<file path="config.mk">
export PLATFORM = sky130hd
export DESIGN_NAME = pipelined_addsub_flat
export DESIGN_NICKNAME = d
export VERILOG_FILES = /design/src/rtl/addsub_pkg.sv /design/src/rtl/pipelined_addsub_if.sv /design/src/rtl/addsub_slice.sv /design/src/rtl/pipelined_addsub.sv /design/src/flat_wrapper.sv
export SDC_FILE = /design/constraint.sdc
export NUM_CORES = 1
export LEC_CHECK = 0
export ABC_AREA = 1
export CAP_MARGIN = 0
export CORE_MARGIN = 5
export CORE_UTILIZATION = 35
export DETAILED_ROUTE_END_ITERATION = 10
export PLACE_DENSITY = 0.66
export SYNTH_ARGS = -nofsm -noshare
export SYNTH_HDL_FRONTEND = slang
export SYNTH_SLANG_ARGS = --single-unit
</file>
<file path="constraint.sdc">
create_clock -name clk -period 2.2 [get_ports clk]
set_input_delay 0.44 -clock clk [delete_from_list [all_inputs] [get_ports clk]]
set_output_delay 0.44 -clock clk [all_outputs]
set_load 0.02 [all_outputs]
</file>
<file path="src/rtl/addsub_pkg.sv">
// rtl/addsub_pkg.sv - shared constants, saturation limits and geometry check for the add/sub unit
`ifndef ADDSUB_PKG_SV
`define ADDSUB_PKG_SV

`define ADDSUB_CHECK_DIV(W, S) \
   if (((W) % (S)) != 0 || (S) < 1 || (S) > (W)) begin : g_div_check \
      $error("pipelined_addsub: WIDTH must be a multiple of STAGES, 1 <= STAGES <= WIDTH"); \
   end

package addsub_pkg;

   localparam logic OP_ADD = 1'b0;
   localparam logic OP_SUB = 1'b1;

   // Limits are returned 64 bits wide; callers size-cast to their own width.
   function automatic logic [63:0] sat_max(input int w);
      return (64'd1 << (w - 1)) - 64'd1;
   endfunction

   function automatic logic [63:0] sat_min(input int w);
      return 64'd1 << (w - 1);
   endfunction

endpackage

`endif

</file>
<file path="src/rtl/pipelined_addsub_if.sv">
// rtl/pipelined_addsub_if.sv - operand/result handshake bundle for the add/sub unit
interface addsub_if #(
   parameter int WIDTH = 16
);
   logic             in_valid;
   logic             in_ready;
   logic [WIDTH-1:0] in_a;
   logic [WIDTH-1:0] in_b;
   logic             in_cin;
   logic             in_op;
   logic             in_sat;
   logic             out_valid;
   logic             out_ready;
   logic [WIDTH-1:0] out_result;
   logic             out_overflow;
   logic             out_cb;

   modport master (
      output in_valid, in_a, in_b, in_cin, in_op, in_sat, out_ready,
      input  in_ready, out_valid, out_result, out_overflow, out_cb
   );

   modport slave (
      input  in_valid, in_a, in_b, in_cin, in_op, in_sat, out_ready,
      output in_ready, out_valid, out_result, out_overflow, out_cb
   );
endinterface

</file>
<file path="src/rtl/addsub_slice.sv">
// rtl/addsub_slice.sv - combinational SW-bit adder slice exposing carry into and out of its MSB
module addsub_slice #(
   parameter int SW = 8
) (
   input  logic [SW-1:0] a,
   input  logic [SW-1:0] b_eff,
   input  logic          cin,
   output logic [SW-1:0] sum,
   output logic          cout,
   output logic          c_msb_in
);
   logic [SW:0] full;

   assign full     = {1'b0, a} + {1'b0, b_eff} + {{SW{1'b0}}, cin};
   assign sum      = full[SW-1:0];
   assign cout     = full[SW];
   // Carry into the top bit recovered from the sum bit itself.
   assign c_msb_in = a[SW-1] ^ b_eff[SW-1] ^ sum[SW-1];
endmodule

</file>
<file path="src/rtl/pipelined_addsub.sv">
// rtl/pipelined_addsub.sv - carry-chain pipelined signed add/subtract with saturation and valid/ready
module pipelined_addsub
   import addsub_pkg::*;
#(
   parameter int WIDTH  = 16,
   parameter int STAGES = 2
) (
   input logic     clk,
   input logic     rst_n,
   addsub_if.slave bus
);
   localparam int SW = WIDTH / STAGES;
   localparam int L  = STAGES - 1;
   localparam int NR = (STAGES > 1) ? STAGES - 1 : 1;
   localparam logic [WIDTH-1:0] SAT_MAX = WIDTH'(sat_max(WIDTH));
   localparam logic [WIDTH-1:0] SAT_MIN = WIDTH'(sat_min(WIDTH));

   `ADDSUB_CHECK_DIV(WIDTH, STAGES)

   logic             advance;
   logic             st_valid [STAGES];
   logic             st_op    [STAGES];
   logic             st_sat   [STAGES];
   logic             st_c     [STAGES];
   logic [WIDTH-1:0] st_a     [STAGES];
   logic [WIDTH-1:0] st_b     [STAGES];
   logic [WIDTH-1:0] st_res   [STAGES];
   logic [WIDTH-1:0] nx_res   [STAGES];
   logic [SW-1:0]    sl_sum   [STAGES];
   logic             sl_cout  [STAGES];
   logic             sl_cmsb  [STAGES];

   // rg_*[k] holds the output of stage k, feeding stage k+1.
   logic             rg_valid [NR];
   logic             rg_op    [NR];
   logic             rg_sat   [NR];
   logic             rg_c     [NR];
   logic [WIDTH-1:0] rg_a     [NR];
   logic [WIDTH-1:0] rg_b     [NR];
   logic [WIDTH-1:0] rg_res   [NR];

   logic             fin_ovf;
   logic             fin_cb;
   logic [WIDTH-1:0] fin_res;

   assign advance      = !bus.out_valid || bus.out_ready;
   assign bus.in_ready = advance;

   always_comb begin
      st_valid[0] = bus.in_valid;
      st_op[0]    = bus.in_op;
      st_sat[0]   = bus.in_sat;
      st_a[0]     = bus.in_a;
      // Subtract as a + ~b + !borrow so every slice is a plain adder.
      st_b[0]     = (bus.in_op == OP_SUB) ? ~bus.in_b : bus.in_b;
      st_c[0]     = (bus.in_op == OP_SUB) ? ~bus.in_cin : bus.in_cin;
      st_res[0]   = '0;
      for (int k = 1; k < STAGES; k++) begin
         st_valid[k] = rg_valid[k-1];
         st_op[k]    = rg_op[k-1];
         st_sat[k]   = rg_sat[k-1];
         st_c[k]     = rg_c[k-1];
         st_a[k]     = rg_a[k-1];
         st_b[k]     = rg_b[k-1];
         st_res[k]   = rg_res[k-1];
      end
      for (int k = 0; k < STAGES; k++) begin
         nx_res[k]             = st_res[k];
         nx_res[k][k*SW +: SW] = sl_sum[k];
      end
   end

   for (genvar k = 0; k < STAGES; k++) begin : g_stage
      addsub_slice #(.SW(SW)) u_slice (
         .a        (st_a[k][k*SW +: SW]),
         .b_eff    (st_b[k][k*SW +: SW]),
         .cin      (st_c[k]),
         .sum      (sl_sum[k]),
         .cout     (sl_cout[k]),
         .c_msb_in (sl_cmsb[k])
      );
   end

   // On overflow the true result always has the sign of a.
   always_comb begin
      fin_ovf = sl_cout[L] ^ sl_cmsb[L];
      fin_cb  = (st_op[L] == OP_SUB) ? ~sl_cout[L] : sl_cout[L];
      fin_res = nx_res[L];
      if (st_sat[L] && fin_ovf) begin
         fin_res = st_a[L][WIDTH-1] ? SAT_MIN : SAT_MAX;
      end
   end

   always_ff @(posedge clk or negedge rst_n) begin
      if (!rst_n) begin
         for (int k = 0; k < NR; k++) begin
            rg_valid[k] <= 1'b0;
            rg_op[k]    <= 1'b0;
            rg_sat[k]   <= 1'b0;
            rg_c[k]     <= 1'b0;
            rg_a[k]     <= '0;
            rg_b[k]     <= '0;
            rg_res[k]   <= '0;
         end
         bus.out_valid    <= 1'b0;
         bus.out_result   <= '0;
         bus.out_overflow <= 1'b0;
         bus.out_cb       <= 1'b0;
      end else if (advance) begin
         for (int k = 0; k < STAGES - 1; k++) begin
            rg_valid[k] <= st_valid[k];
            rg_op[k]    <= st_op[k];
            rg_sat[k]   <= st_sat[k];
            rg_c[k]     <= sl_cout[k];
            rg_a[k]     <= st_a[k];
            rg_b[k]     <= st_b[k];
            rg_res[k]   <= nx_res[k];
         end
         bus.out_valid    <= st_valid[L];
         bus.out_result   <= fin_res;
         bus.out_overflow <= fin_ovf;
         bus.out_cb       <= fin_cb;
      end
   end
endmodule

</file>
<file path="src/flat_wrapper.sv">
// flat-port wrapper written by rule: the top's interface ports become plain ports
module pipelined_addsub_flat import addsub_pkg::*;
#(
   parameter int WIDTH  = 16,
   parameter int STAGES = 2
)
  (clk, rst_n, bus_in_valid, bus_in_a, bus_in_b, bus_in_cin, bus_in_op, bus_in_sat, bus_out_ready, bus_in_ready, bus_out_valid, bus_out_result, bus_out_overflow, bus_out_cb);
  addsub_if #(.WIDTH(WIDTH)) bus_i ();
  input logic clk;
  input logic rst_n;
  input wire logic [$bits(bus_i.in_valid)-1:0] bus_in_valid;
  input wire logic [$bits(bus_i.in_a)-1:0] bus_in_a;
  input wire logic [$bits(bus_i.in_b)-1:0] bus_in_b;
  input wire logic [$bits(bus_i.in_cin)-1:0] bus_in_cin;
  input wire logic [$bits(bus_i.in_op)-1:0] bus_in_op;
  input wire logic [$bits(bus_i.in_sat)-1:0] bus_in_sat;
  input wire logic [$bits(bus_i.out_ready)-1:0] bus_out_ready;
  output wire logic [$bits(bus_i.in_ready)-1:0] bus_in_ready;
  output wire logic [$bits(bus_i.out_valid)-1:0] bus_out_valid;
  output wire logic [$bits(bus_i.out_result)-1:0] bus_out_result;
  output wire logic [$bits(bus_i.out_overflow)-1:0] bus_out_overflow;
  output wire logic [$bits(bus_i.out_cb)-1:0] bus_out_cb;
  assign bus_i.in_valid = bus_in_valid;
  assign bus_i.in_a = bus_in_a;
  assign bus_i.in_b = bus_in_b;
  assign bus_i.in_cin = bus_in_cin;
  assign bus_i.in_op = bus_in_op;
  assign bus_i.in_sat = bus_in_sat;
  assign bus_i.out_ready = bus_out_ready;
  assign bus_in_ready = bus_i.in_ready;
  assign bus_out_valid = bus_i.out_valid;
  assign bus_out_result = bus_i.out_result;
  assign bus_out_overflow = bus_i.out_overflow;
  assign bus_out_cb = bus_i.out_cb;
  pipelined_addsub #(.WIDTH(WIDTH), .STAGES(STAGES)) u_core (.clk(clk), .rst_n(rst_n), .bus(bus_i));
endmodule
</file>
==> results of run 1 <==
## area by class of cell
cell class	instances	area (µm²)
clock buffer	5	68.8
clock inverter	3	67.6
fill	801	4250
inverter	30	113
multi-input combinational	282	1610
sequential	47	1180
tap	105	131
timing repair buffer	75	716
## path summary, 6_finish.rpt
path / start / end / slack, ps / cells past startpoint
worst max-delay path: bus_out_ready / bus_in_ready / 110 / 4
worst min-delay path: rst_n / u_core.rg_b[13] / 110 / 1
worst max register to register: u_core.rg_c / u_core.bus.out_result[10] / 120 / 13
worst min register to register: u_core.rg_valid / u_core.bus.out_valid / 450 / 2
max in group asynchronous: rst_n / u_core.rg_res[4] / 1570 / 2
min in group clk: u_core.rg_valid / u_core.bus.out_valid / 450 / 2
## critical path, stage by stage
cell and delay (ps):
clkdlybuf4s50_1 500, nor2_4 50, inv_2 60, clkdlybuf4s50_1 600
## cells by family after synthesis
logic type | count (synthesis)
xor gates and xnor gates | 22
and+or+nand+nor | 208
DFF | 47
AOI/OAI and AO/OA | 32
buffers and inverters | 43
adders and majority gates | 18
## flip-flops by register name, indices dropped and copies added (netlist names)
register and cells:
u_core.rg_c 1, u_core.rg_a 8, u_core.rg_sat 1, u_core.rg_op 1, u_core.rg_b 8, u_core.bus.out_result 16
u_core.rg_res 8, u_core.rg_valid 1, u_core.bus.out_overflow 1, u_core.bus.out_cb 1, u_core.bus.out_valid 1
## metrics by stage
stage,setup slack [ps],instance area [µm²],std cells
4_1_cts,11.1,3790,542
2_1_floorplan,-85.7,2930,370
3_5_place_dp,-503,3640,532
6_report,113,3880,547
5_1_grt,-18.5,3880,547
3_3_place_gp,-470,3640,532
## layer usage
| metal | share of wire [%] | GRT usage (%) | wire length, µm |
|---|---|---|---|
| met5 | 0 | 0 | 0 |
| met2 | 47 | 21.2 | 2990 |
| met3 | 4.2 | 2.42 | 264 |
| met1 | 47 | 17.7 | 2960 |
| met4 | 1.3 | 3.73 | 79 |
## power by group
group          internal, µW  total (µW)  switching (µW)
Combinational           797        1790             991
Sequential             1110        1270             156
Clock                   453         750             297
Total                  2360        3810            1440
## synthesized netlist by cell type (2+ instances only)
master and n:
nand2_1 166, dfrtp_1 47, inv_1 29, o21ai_0 16, ha_1 14, xnor2_1 11, xor2_1 11, nand2_2 10
nand3_1 10, a21oi_1 8, nor2_1 8, clkbuf_1 6, a31oi_1 4, fa_1 4, nor2_2 4, buf_2 3
buf_4 2, nand2_4 2, nand4_1 2
## cell usage in the layout (no fill, tap or decap), types with 3 or more instances in the layout
cell type        instances
clkdlybuf4s50_1         54
buf_4                   16
fa_2                     4
nand2_4                  3
xor2_1                  10
inv_1                   28
a21oi_1                  8
dfrtp_1                 47
xnor2_1                 11
clkbuf_8                 5
nor2_1                   7
a31oi_1                  4
ha_1                    14
nand3_1                  9
nand2_1                160
nor2_2                   4
o21ai_0                 16
nand2_2                 15
## repair_timing
| item | 4_1_cts | 5_1_grt |
|---|---|---|
| endpoints found under the hold margin | 0 | 0 |
| gates cloned | 0 | 2 |
| resized for setup | 1 | 16 |
| pin swaps | 2 | 9 |
| endpoints found under the setup margin | 3 | 17 |
| setup buffers | 2 | 3 |
==> results.yml, run 1 <==
status:
  outcome: "complete, no violations"
detailed_routing:
  via_count: 2454
  drt-initial-drc-count: 107
  first_pass_iters: 5
  drt-wirelength-per-cell_um: 11.5
  ant_nets: 0
  drt-total-wl_um: 6300
  vias_per_cell: 4.49
  drc: 0
timing:
  maxSlewViolCount: 0
  hold_viol_final: 0
  fin_crit_sh_pct: 94.9
  holdWs_ps: 110
  fin_skew_ps: 3.49
  finalSetupTns_ps: 0
  relSlewSlack_pct: 63.6
  finalSetupViolCount: 0
  worstMarginPinSlew_ps: 545
  grt_setup_unrepaired: "true"
  max_freq_mhz: 479
  fin_crit_ps: 2090
yosys:
  synth_top_area_share_pct: 40.7
  synthCells: 370
  ys_types: 32
  synth_edf_count: 0
  async_flop_share_pct: 100
  synth_top_family_by_area: "simple AND/OR/NAND/NOR gates"
  synthMuxAreaShare_pct: 0
  avgSynthCellArea_um2: 7.81
  synth_compound_area_share_pct: 6.15
  yosys.area_share.simple_pct: 30.8
  synth_top_area_cell: "dfrtp_1"
  ys_seq_elements: 47
  synth_adder_area_share_pct: 8.83
  synth_area_leaders: "dfrtp_1 41%, nand2_1 22%, ha_1 6.1%"
  seq_area_frac_synth_pct: 40.7
  synthesis.nets: 427
  syn-cell-area_um2: 2890
  synth_ff_type: "dfrtp_1"
  synth_xor_area_share_pct: 6.67
  synth_warnings: 0
floorplan:
  start_util_pct: 35.5
  coreArea_um2: 8130
  die_h_um: 101
  ios: 59
  dieArea_um2: 10200
  core.rowCount: 33
  fp.dieW_um: 101
power_and_ir_drop:
  power.leakage_uw: 0.00197
  vdd_drop_max_mv: 0.302
  p_per_area_nw_per_um2: 980
  p_total_uw: 3810
hold_path:
  min_path_type: "input port to async pin"
grt:
  grt_pass1_vias: 2388
  grt_max_degree: 50
  grt_pass1_wl_um: 10900
  overflow: 0
  antenna_found_initial: 0
  grt.total_usage_pct: 13.0
final_layout:
  finalNetCount: 498
  layout-area-overhead-vs-synth_pct: 34.5
  drive_gt1_share_pct: 14.7
  postLayoutCoreUtil_pct: 47.8
  n_antenna_cell: 0
clocking:
  clk_path_buf_depth: 2
  clock-sinks: 47
  cts-root-buf: "clkbuf_8"
  cts_made_buffers: 5
  clk_pin_slew_ps: 90
  cts_tree: "built"
  ctsHoldBuffers: 0
  insertion_delay_ps: 300
  cts_max_level: 2
run:
  drv_cap: 0
worst_setup_path:
  required_ps: 1760
  worstSetupPathType: "input port to output pin"
  crit_path_max_fanout: 2
  end_kind: "output pin"
  cp.arrival_ps: 1650
  startpoint_type: "input port"
placement:
  dp_hpwl_um: 4800
  gp_congestion: 0.815
  port_buffers: 58
No activity file was read; power rests on OpenSTA's default activity.
==> inputs of run 2 (changes only) <==
- CORE_UTILIZATION: 35 -> 55
- DONT_BUFFER_PORTS: not set -> 1
- PLACE_DENSITY: 0.66 -> 0.79
==> run 2 against run 1 <==
Against the previous run:
- critical path depth increased by 9
- power decreased by 14%
- register-to-register slack got worse by 50 ps
- hold slack improved by 130 ps
- flip-flop and latch count unchanged
- via count decreased by 6.5%
- worst setup slack got worse by 41 ps
- core utilization increased by 15 points
- count of clock-buffer cells in the layout increased by 2
- fmax decreased by 1.9%
- largest power group is now registers
==> results.yml, run 2 (synthesis gave the netlist of run 1 again) <==
final_layout:
  drive_gt1_share_pct: 14.4
  n_antenna_cell: 0
  largest_reg_flops: 16
  layout-area-overhead-vs-synth_pct: 10.1
  top_register: "u_core.bus.out_result"
  layout_commonest_cell: "nand2_1"
  final_cells: 444
  finalNetCount: 430
  layout_common_cells: "161 x nand2_1, 47 x dfrtp_1, 27 x inv_1"
  num-fill-cells: 462
placement:
  port_buffers: 0
  dp_hpwl_um: 4100
  placedCellCount: 428
  gp_congestion: 0.904
power_and_ir_drop:
  clkPwrFrac_pct: 17.4
  switching_share_pct: 42.9
  combPwrFrac_pct: 37.1
  p_total_uw: 3270
  p_per_area_nw_per_um2: 1030
  vdd_drop_max_mv: 0.487
  switchingPower_uw: 1400
  power.leakage_uw: 0.00166
  sequentialPowerShare_pct: 45.6
  internal_power_uw: 1870
worst_setup_path:
  crit_path_max_fanout: 8
  path_common_cell: "nand2_1"
  worstSetupPathType: "flop to flop"
  cp_slowest_stage_delay_ps: 420
  ff2ff_path_depth: 13
  critPathTopFamily: "simple AND/OR/NAND/NOR gates"
  critPathSlowestCell: "dfrtp_1"
  crit_chain: "fa_2 > inv_2 > fa_2 > inv_2 > nand3_2 > nand2_4 > a21oi_4 > nand2_4 > nand3_4 > nand2_2 > nand2_1 > nand2_1 > nand2_1"
  cp.arrival_ps: 2370
  required_ps: 2440
  r2r_slack_ps: 70
  end_kind: "flop"
  startpoint_type: "flop"
  worstReg2RegEnd: "u_core.bus.out_result[0]"
  reg2reg_from: "u_core.rg_c"
  crit_buf_inv: 2
grt:
  grt_max_degree: 50
  overflow: 0
  grt_pass1_vias: 2281
  grt_pass1_wl_um: 10100
  grt.total_usage_pct: 19.0
  antenna_found_initial: 0
detailed_routing:
  first_pass_iters: 5
  drt-total-wl_um: 5910
  ant_nets: 0
  via_count: 2295
  drc: 0
  drt-initial-drc-count: 103
  vias_per_cell: 5.17
  drt-wirelength-per-cell_um: 13.3
timing:
  fin_crit_ps: 2130
  finalSetupTns_ps: 0
  relSlewSlack_pct: 49.0
  fin_crit_sh_pct: 96.7
  grt_setup_unrepaired: "true"
  hold_viol_final: 0
  worstMarginPinSlew_ps: 764
  max_freq_mhz: 470
  fin_skew_ps: 5.88
  finalSetupViolCount: 0
  maxSlewViolCount: 0
  holdWs_ps: 243
hold_path:
  min_path_type: "input port to flop"
  hold_path_depth: 2
  holdPathEnd: "u_core.rg_a[10]"
  hold_start: "bus_in_a[10]"
clocking:
  clock-sinks: 47
  cts_max_level: 2
  cts-root-buf: "clkbuf_8"
  cts_tree: "built"
  insertion_delay_ps: 300
  clk_path_buf_depth: 2
  clk_pin_slew_ps: 80
  cts_made_buffers: 5
status:
  outcome: "complete, no violations"
floorplan:
  start_util_pct: 56.6
  die_h_um: 82.5
  fp.dieW_um: 82.5
  dieArea_um2: 6800
  ios: 59
  core.rowCount: 26
  coreArea_um2: 5110
run:
  drv_cap: 0
[run 2: cell types whose count changed in the layout (fill, tap and decap cells not counted), sizes merged]
cell	previous run	this run
buf	18	6
clkdlybuf4s50	54	0
clkbuf	6	7
bufinv	2	0
dlygate4sd3	0	1
dlymetal6s2s	2	0
[run 2: stage by stage]
| step | instance area, µm² | setup slack [ps] | utilization [%] |
|---|---|---|---|
| floorplan | 2930 | -85.7 | - |
| finish | 3180 | 71.9 | 62.3 |
| global placement | 2930 | 74.6 | 57.3 |
| CTS | 3070 | 42.3 | 60.2 |
| detailed placement | 2930 | 7.46 | 57.3 |
| global route | 3180 | -59.8 | 62.3 |
[run 2: worst max-delay path by stage]
stage,to,start,cells past startpoint,slack [ps]
after global placement,u_core.bus.out_result[6],u_core.rg_a[8],13,70
after floorplan,u_core.rg_res[6],bus_in_op,13,-90
final,u_core.bus.out_result[0],u_core.rg_c,13,70
after global routing,u_core.bus.out_result[2],u_core.rg_c,13,-60
after detailed placement,u_core.bus.out_result[4],u_core.rg_a[8],13,7
after CTS,u_core.bus.out_result[4],u_core.rg_a[8],13,40
[run 2: metal layers]
| layer | up-vias | track usage [%] | share of wire (%) |
|---|---|---|---|
| met1 | 1064 | 26.6 | 45 |
| li1 | 1154 | - | - |
| met5 | - | 0 | 0 |
| met3 | 6 | 5.10 | 7.2 |
| met2 | 71 | 29.2 | 46 |
| met4 | 0 | 5.15 | 0.98 |
[run 2: worst reg2reg max path, cell delays in order, from the launching register on]
cell	delay, ps
dfrtp_1	420
fa_2	410
inv_2	70
fa_2	210
inv_2	50
nand3_2	80
nand2_4	80
a21oi_4	190
nand2_4	120
nand3_4	180
nand2_2	70
nand2_1	60
nand2_1	60
nand2_1	80
[run 2: layout make-up]
class	count	area [µm²]	share of cell area [%]
multi-input combinational	282	1630	51.1
sequential	47	1180	37.0
inverter	30	113	3.54
clock buffer	7	96.3	3.03
tap	70	87.6	2.75
timing repair buffer	7	75.1	2.36
clock inverter	1	7.51	0.236
[run 2: power by group through the flow]
stage / sequential, µW / clock, µW / combinational [µW]
after global placement: 1500 / 0 / 1030
after detailed placement: 1510 / 0 / 1060
after global routing: 1530 / 622 / 1400
after floorplan: 1440 / 0 / 939
final: 1490 / 568 / 1210
after CTS: 1490 / 585 / 1100
[run 2: what timing repair did]
item                       4_1_cts  5_1_grt
hold buffers                     2        0
buffers inserted                 0        4
hold endpoints to repair        47        0
resized for setup                2       13
cloned                           0        2
pin swaps                        0       14
setup endpoints to repair        6       16
==> inputs of run 3 (changes only) <==
- CORE_UTILIZATION: 55 -> 40
- PLACE_DENSITY: 0.79 -> 0.62
==> run 3 against run 2 <==
Against the previous run:
- sequential power is essentially flat
- clock power grew 14%
- global-route usage shrank 4.9 points
- sequential share of layout area shrank 0.60 points
- die area grew 33%
- worst setup slack gained 40 ps
- power grew 1.8%
==> results.yml, run 3 (synthesis gave the netlist of run 1 again) <==
final_layout:
  register_area_um2: 1180
  top_register: "u_core.bus.out_result"
  layout_common_cells: "162 x nand2_1, 47 x dfrtp_1, 28 x inv_1"
  layout_commonest_cell: "nand2_1"
  n_antenna_cell: 0
  multi_input_area_um2: 1620
  largest_reg_flops: 16
  layout-area-overhead-vs-synth_pct: 11.9
  finalNetCount: 430
  drive_gt1_share_pct: 13.9
  num-fill-cells: 742
worst_setup_path:
  worstSetupPathType: "flop to flop"
  reg2reg_from: "u_core.rg_c"
  path_common_cell: "nand2_1"
  startpoint_type: "flop"
  crit_path_max_fanout: 8
  crit_chain: "fa_2 > inv_2 > fa_2 > inv_1 > nand3_2 > nand2_2 > a21oi_4 > nand2_4 > nand3_4 > nand2_2 > nand2_1 > nand2_1 > nand2_1"
  end_kind: "flop"
  cp.arrival_ps: 2330
  critical_path.startpoint: "u_core.rg_c"
  cp_slowest_stage_delay_ps: 410
  critPathSlowestCell: "dfrtp_1"
  required_ps: 2440
floorplan:
  core.rowCount: 31
  die_h_um: 95.0
  start_util_pct: 40.5
  fp.dieW_um: 95.0
  coreArea_um2: 7140
  dieArea_um2: 9020
  ios: 59
run:
  drv_cap: 0
timing:
  fin_crit_ps: 2090
  hold_viol_final: 0
  holdWs_ps: 243
  worstMarginPinSlew_ps: 494
  relSlewSlack_pct: 67.0
  fin_skew_ps: 10.6
  finalSetupViolCount: 0
  fin_crit_sh_pct: 94.9
  max_freq_mhz: 479
  maxSlewViolCount: 0
power_and_ir_drop:
  combPwrFrac_pct: 35.7
  internal_power_uw: 1920
  p_total_uw: 3330
  switching_share_pct: 42.2
  vdd_drop_max_mv: 0.354
  switchingPower_uw: 1410
  power.leakage_uw: 0.00167
  sequentialPowerShare_pct: 44.7
  clkPwrFrac_pct: 19.5
  p_per_area_nw_per_um2: 1030
clocking:
  insertion_delay_ps: 310
  clock-sinks: 47
  cts_max_level: 2
  cts_tree: "built"
  cts_made_buffers: 5
  clk_pin_slew_ps: 90
  clk_path_buf_depth: 2
  cts-root-buf: "clkbuf_8"
detailed_routing:
  vias_per_cell: 4.72
  ant_nets: 0
  drt-wirelength-per-cell_um: 12.8
  drt-total-wl_um: 6030
  first_pass_iters: 4
  drc: 0
  via_count: 2231
  drt-initial-drc-count: 65
hold_path:
  min_path_type: "input port to flop"
  hold_start: "bus_in_a[12]"
grt:
  grt_max_degree: 50
  grt_pass1_wl_um: 10100
  antenna_found_initial: 0
  grt.total_usage_pct: 14.1
  grt_pass1_vias: 2214
  overflow: 0
status:
  outcome: "complete, no violations"
placement:
  dp_hpwl_um: 4390
  port_buffers: 0
  gp_congestion: 0.856
## run 3: changes by cell type in the layout (fill, tap and decap cells not counted), sizes merged
cell,change
clkbuf,-2
bufinv,+1
inv,+1
## run 3: critical path: cells and delay by family, from the launching register on
kind | cells | cell delay, ps
buffers and inverters | 2 | 140
DFF | 1 | 410
adders and majority gates | 2 | 600
AOI/OAI and AO/OA | 1 | 200
and+or+nand+nor | 8 | 680
## run 3: per-layer routing
layer	vias to the layer above	track usage, %	part of all wire [%]	wire length, µm
li1	1160	-	-	-
met1	1014	19.0	48	2920
met2	52	21.5	43	2600
met3	5	4.70	7.3	439
met4	0	4.33	1.3	79
met5	-	0	0	0
## run 3: final timing paths
check                                                 end  cells after the start  slack, ps
min in group asynchronous       u_core.bus.out_result[12]                      2        650
worst max register to register  u_core.bus.out_result[14]                     13        110
worst max-delay path            u_core.bus.out_result[14]                     13        110
worst min register to register       u_core.bus.out_valid                      2        460
max in group asynchronous       u_core.bus.out_result[11]                      2       1330
worst min-delay path                      u_core.rg_a[12]                      2        240
## run 3: stage by stage
step                instances  utilization, %  instance area, µm²  TNS, ps  setup WS [ps]
floorplan                 370               -                2930    -85.7          -85.7
global placement          458            41.8                2980        0           60.4
detailed placement        458            41.8                2980        0           3.95
CTS                       468            44.0                3140    -10.4          -10.4
global route              473            45.3                3230    -50.1          -19.6
finish                    473            45.3                3230        0            112
## run 3: power by group through the flow
stage,registers (µW),clock network [µW],logic (µW)
6_report,1490,650,1190
5_1_grt,1530,707,1370
4_1_cts,1500,673,1110
3_5_place_dp,1510,0,1070
3_3_place_gp,1510,0,1050
2_1_floorplan,1440,0,939
## run 3: cell type report
cell class | instances | share of cell area (%)
Clock buffer | 5 | 2.13
Clock inverter | 3 | 1.43
Inverter | 30 | 3.48
Multi-Input combinational cell | 282 | 50.0
Sequential cell | 47 | 36.4
Tap cell | 99 | 3.83
Timing Repair Buffer | 7 | 2.71
## run 3: timing repair
item / CTS / global route
pin swaps: 0 / 11
setup buffers: 0 / 3
endpoints found under the setup margin: 2 / 16
gates cloned: 0 / 2
gates resized for setup: 1 / 11
hold buffers: 2 / 0
endpoints found under the hold margin: 47 / 0
